===== config.mk =====
export PLATFORM = sky130hd
export DESIGN_NAME = dtm_tap
export DESIGN_NICKNAME = d
export VERILOG_FILES = /design/src/rtl/dtm_tap.sv
export SDC_FILE = /design/constraint.sdc
export NUM_CORES = 1
export LEC_CHECK = 0
export ABC_AREA = 1
export CELL_PAD_IN_SITES_DETAIL_PLACEMENT = 0
export CELL_PAD_IN_SITES_GLOBAL_PLACEMENT = 1
export CORE_ASPECT_RATIO = 0.5
export CORE_UTILIZATION = 35
export CTS_CLUSTER_SIZE = 16
export DETAILED_ROUTE_END_ITERATION = 12
export PLACE_DENSITY_LB_ADDON = 0.1
export SYNTH_ARGS = -nofsm -noshare
export SYNTH_HDL_FRONTEND = slang
export SYNTH_SLANG_ARGS = --single-unit

===== constraint.sdc =====
create_clock -name tck_i -period 1.3 [get_ports tck_i]
set_input_delay 0.13 -clock tck_i [delete_from_list [all_inputs] [get_ports tck_i]]
set_output_delay 0.13 -clock tck_i [all_outputs]
set_load 0.01 [all_outputs]

===== src/rtl/dtm_tap.sv =====
// JTAG TAP controller for the debug transport module.
// Define DTM_TAP_IDCODE_EN to implement the IDCODE data register.
module dtm_tap #(
    parameter int unsigned IrLength    = 5,
    parameter logic [31:0] IdcodeValue = 32'h0000_0001
) (
    input  logic tck_i,
    input  logic trst_i,
    input  logic tms_i,
    input  logic tdi_i,
    output logic tdo_o,
    output logic tdo_oe_o,
    output logic tdi_o,
    output logic capture_o,
    output logic shift_o,
    output logic update_o,
    output logic dmi_select_o,
    output logic dtmcs_select_o,
    output logic dmi_clear_o,
    input  logic dmi_tdo_i,
    input  logic dtmcs_tdo_i
);

    localparam logic [IrLength-1:0] IrDtmcs   = IrLength'('h10);
    localparam logic [IrLength-1:0] IrDmi     = IrLength'('h11);
    localparam logic [IrLength-1:0] IrCapture = IrLength'('b00101);
`ifdef DTM_TAP_IDCODE_EN
    localparam logic [IrLength-1:0] IrIdcode = IrLength'('h01);
    localparam logic [IrLength-1:0] IrReset  = IrIdcode;
`else
    localparam logic [IrLength-1:0] IrReset  = '1;
`endif

    typedef enum logic [3:0] {
        TestLogicReset, RunTestIdle,
        SelectDrScan, CaptureDr, ShiftDr, Exit1Dr, PauseDr, Exit2Dr, UpdateDr,
        SelectIrScan, CaptureIr, ShiftIr, Exit1Ir, PauseIr, Exit2Ir, UpdateIr
    } state_e;

    state_e state_q, state_d;

    logic [IrLength-1:0] ir_q;
    logic [IrLength-1:0] ir_shift_q;
    logic                bypass_q;
    logic                idcode_select;
    logic                idcode_bit;
    logic                tdo_d;
    logic                tdo_oe_d;

    always_ff @(posedge tck_i or posedge trst_i) begin
        if (trst_i) state_q <= TestLogicReset;
        else        state_q <= state_d;
    end

    always_comb begin
        state_d = state_q;
        unique case (state_q)
            TestLogicReset: state_d = tms_i ? TestLogicReset : RunTestIdle;
            RunTestIdle:    state_d = tms_i ? SelectDrScan : RunTestIdle;
            SelectDrScan:   state_d = tms_i ? SelectIrScan : CaptureDr;
            CaptureDr:      state_d = tms_i ? Exit1Dr : ShiftDr;
            ShiftDr:        state_d = tms_i ? Exit1Dr : ShiftDr;
            Exit1Dr:        state_d = tms_i ? UpdateDr : PauseDr;
            PauseDr:        state_d = tms_i ? Exit2Dr : PauseDr;
            Exit2Dr:        state_d = tms_i ? UpdateDr : ShiftDr;
            UpdateDr:       state_d = tms_i ? SelectDrScan : RunTestIdle;
            SelectIrScan:   state_d = tms_i ? TestLogicReset : CaptureIr;
            CaptureIr:      state_d = tms_i ? Exit1Ir : ShiftIr;
            ShiftIr:        state_d = tms_i ? Exit1Ir : ShiftIr;
            Exit1Ir:        state_d = tms_i ? UpdateIr : PauseIr;
            PauseIr:        state_d = tms_i ? Exit2Ir : PauseIr;
            Exit2Ir:        state_d = tms_i ? UpdateIr : ShiftIr;
            UpdateIr:       state_d = tms_i ? SelectDrScan : RunTestIdle;
            default:        state_d = TestLogicReset;
        endcase
    end

    always_ff @(posedge tck_i or posedge trst_i) begin
        if (trst_i) begin
            ir_q       <= IrReset;
            ir_shift_q <= '0;
        end else begin
            if (state_q == TestLogicReset) ir_q <= IrReset;
            else if (state_q == UpdateIr)  ir_q <= ir_shift_q;
            if (state_q == CaptureIr)
                ir_shift_q <= IrCapture;
            else if (state_q == ShiftIr)
                ir_shift_q <= {tdi_i, ir_shift_q[IrLength-1:1]};
        end
    end

    always_ff @(posedge tck_i or posedge trst_i) begin
        if (trst_i)                  bypass_q <= 1'b0;
        else if (state_q == CaptureDr) bypass_q <= 1'b0;
        else if (state_q == ShiftDr)   bypass_q <= tdi_i;
    end

`ifdef DTM_TAP_IDCODE_EN
    logic [31:0] idcode_q;

    assign idcode_select = (ir_q == IrIdcode);
    assign idcode_bit    = idcode_q[0];

    always_ff @(posedge tck_i or posedge trst_i) begin
        if (trst_i) begin
            idcode_q <= IdcodeValue;
        end else if (idcode_select) begin
            if (state_q == CaptureDr)    idcode_q <= IdcodeValue;
            else if (state_q == ShiftDr) idcode_q <= {tdi_i, idcode_q[31:1]};
        end
    end
`else
    logic unused_idcode;

    assign unused_idcode = ^IdcodeValue;
    assign idcode_select = 1'b0;
    assign idcode_bit    = 1'b0;
`endif

    assign dmi_select_o   = (ir_q == IrDmi);
    assign dtmcs_select_o = (ir_q == IrDtmcs);
    assign capture_o      = (state_q == CaptureDr);
    assign shift_o        = (state_q == ShiftDr);
    assign update_o       = (state_q == UpdateDr);
    assign dmi_clear_o    = (state_q == TestLogicReset);
    assign tdi_o          = tdi_i;

    always_comb begin
        tdo_d    = 1'b0;
        tdo_oe_d = 1'b0;
        if (state_q == ShiftIr) begin
            tdo_d    = ir_shift_q[0];
            tdo_oe_d = 1'b1;
        end else if (state_q == ShiftDr) begin
            tdo_oe_d = 1'b1;
            if (dmi_select_o)        tdo_d = dmi_tdo_i;
            else if (dtmcs_select_o) tdo_d = dtmcs_tdo_i;
            else if (idcode_select)  tdo_d = idcode_bit;
            else                     tdo_d = bypass_q;
        end
    end

    // TDO changes on the falling edge so the probe samples it on the next rise.
    always_ff @(negedge tck_i or posedge trst_i) begin
        if (trst_i) begin
            tdo_o    <= 1'b0;
            tdo_oe_o <= 1'b0;
        end else begin
            tdo_o    <= tdo_d;
            tdo_oe_o <= tdo_oe_d;
        end
    end

endmodule


==> flow_summary.toml <==
[sta]
hold_viol_final = 0
setup_viol_count_final = 19
drv_slew = 0
final.setup.tns_ns = -2.41
tightest_slew_ns = 0.197
rsz0062_at_grt = "yes"
setup_ws_ns = -0.503
clock_skew_ns = 0.0188
relSlewSlack_pct = 86.9

[synthesis]
syn-instance-count = 126
async_flop_share_pct = 100
synth_area_leaders = "dfrtp_1 (26%), dfstp_2 (14%), nand2_1 (11%)"
synth-edff-count = 0
synthFlopType = "dfrtp_1"
syn_area_per_cell_sq_um = 7.60
ys_ff_latch = 17
yosysUniqueCellTypes = 23
synth_most_common_cell = "nand2_1"
synth_top_area_share_pct = 26.1
seq_area_frac_synth_pct = 45.1
synth_fp_nets = 132
synth_top_cell_by_area = "dfrtp_1"
synth_commonest_cells = "nand2_1 (29), inv_1 (20), nand3_1 (17)"
yosys_warnings = 0
syn_area_sq_um = 957

[worst_setup_path]
crit_start = "ir_q[0]"
crit_end = "tdo_o"
arrival_ns = 1.28
worst-r2r-cell-count = 7
cp_max_fo = 2
rrSetupSlack_ns = -0.50
r2r-start = "ir_q[0]"
rr_endpoint = "tdo_o"
cp.required_ns = 0.77
critPathKind = "reg2reg"
worst_setup_path_start_kind = "register"
crit_path_end_kind = "register"

[detailed_routing]
first_pass_iters = 4
drc_errors = 0
viasPerCell = 4.73
drtIter0Drc = 60
wl_per_cell_um = 13.0
drt_wl_total_mm = 2.81
antenna_left = 0
vias = 1027

[layout]
antenna_cells = 0
nFillCells = 182
seqCellArea_sq_um = 433
nNetsFinal = 189
area_growth_syn_to_layout_pct = 74.1
multi_input_area_sq_um = 549
drive_above_1_share_pct = 54.9

[clock_network]
cts_num_sinks = 17
cts-root-buf = "clkbuf_8"
clkLatencyLatePin_ns = 0.27
clockBufferDepth = 2
cts_tree = "done"
ctsHoldBuffers = 0
cts_made_buffers = 3
clk_pin_slew_ns = 0.07
htreeDepth = 1

[pwr]
p_leak_nw = 0.920
clkPwrFrac_pct = 10.5
powerDensity_mw_per_mm2 = 2240
irDropWorstVdd_v = 0.00109
internal_power_mw = 2.24
total_power_mw = 3.73
switching_power_mw = 1.49
combPwrFrac_pct = 62.5
switching_share_pct = 40.0
seq_power_share_pct = 26.9

[placement]
post-dp-hpwl_mm = 1.79
io_buffers = 14
routabilityCongestion = 0.785

[grt]
overflow = 0
grt_start_max_net_pins = 11
grt_usage_pct = 19.1
grt_pass1_wl_mm = 4.11
antenna_found_initial = 0
grt_pass1_vias = 941

[floorplan]
die_w_um = 76.0
die_area_sq_mm = 0.00296
start_util_pct = 40.1
coreArea_sq_mm = 0.00239
io_pins = 15
rows = 12
die_h_um = 39.0

[status]
status = "complete, but fails checks"
violations = "setup timing"

[worst_hold_path]
worstHoldPathType = "in2async"

[flow_run]
maxCapViolations = 0
-- critical path, cell delays in order (launching register included) --
cell and delay [ns]:
dfstp_2 0.55, inv_2 0.04, nor2_1 0.07, nand3_1 0.10, nor2_1 0.12, nor2_1 0.05
nand2_1 0.06, nand2_1 0.04
-- layout by cell type (no fill, tap or decap), types with 5 or more instances in the layout --
cell type,count
buf_4,21
clkdlybuf4s50_1,6
nor2_1,6
nand2_4,6
buf_6,23
nand3_2,6
nor2_4,5
nand2_1,22
nand3_1,10
inv_2,8
inv_1,13
dfstp_2,5
dfrtp_1,9
-- kinds of logic after synthesis --
| group | count (synthesis) | synth area share, % |
|---|---|---|
| flops | 17 | 45.1 |
| buf+inv | 26 | 11.0 |
| simple gates | 64 | 31.0 |
| compound gates | 19 | 12.9 |
-- flip-flops by register name, summed over array words and instances, names as in the netlist --
signal      count
bypass_q        1
ir_q            5
ir_shift_q      5
state_q         4
tdo_o           1
tdo_oe_o        1
-- through the flow --
| stage | util, % | worst slack [ns] | hold WS [ns] | std cells | cell area, sq um |
|---|---|---|---|---|---|
| 6_report | 69.8 | -0.503 | 0.285 | 217 | 1670 |
| 5_1_grt | 69.8 | -0.577 | 0.322 | 217 | 1670 |
| 4_1_cts | 60.6 | -0.494 | 0.293 | 210 | 1450 |
| 3_5_place_dp | 55.7 | -0.516 | 0.512 | 199 | 1330 |
| 3_3_place_gp | 55.7 | -0.473 | 0.499 | 199 | 1330 |
| 2_1_floorplan | - | -0.436 | 0.0524 | 126 | 965 |
-- how the worst min path moves through the flow --
stage                                to  slack [ns]  cells past startpoint
after floorplan                bypass_q        0.05                      1
after global placement          ir_q[0]        0.50                      2
after detailed placement        ir_q[3]        0.51                      2
after CTS                 ir_shift_q[1]        0.29                      3
after global routing      ir_shift_q[1]        0.32                      3
final                          bypass_q        0.29                      3
-- per-layer routing --
metal | GRT usage, % | share of wire [%]
met1 | 23.8 | 45
met2 | 33.9 | 49
met3 | 4.24 | 5.2
met4 | 7.21 | 0.75
met5 | 0 | 0
-- layout make-up --
type,instances,area share [%]
Tap cell,35,2.63
Clock inverter,1,0.300
Clock buffer,3,2.48
Inverter,24,5.86
Multi-Input combinational cell,83,33.0
Sequential cell,17,26.0
Timing Repair Buffer,54,29.8
-- power groups by stage --
| stage | logic, mW | clock network [mW] | registers, mW |
|---|---|---|---|
| floorplan | 0.865 | 0 | 0.989 |
| global placement | 1.54 | 0 | 0.966 |
| detailed placement | 1.54 | 0 | 0.976 |
| CTS | 1.74 | 0.406 | 0.980 |
| global route | 2.53 | 0.428 | 1.04 |
| finish | 2.33 | 0.393 | 1.01 |
-- timing repair --
item                       4_1_cts  5_1_grt
gates resized for setup         52       49
setup buffers                    8       11
pin swaps                        6       18
setup endpoints to repair       15       24
(Power assumes the default switching activity.)
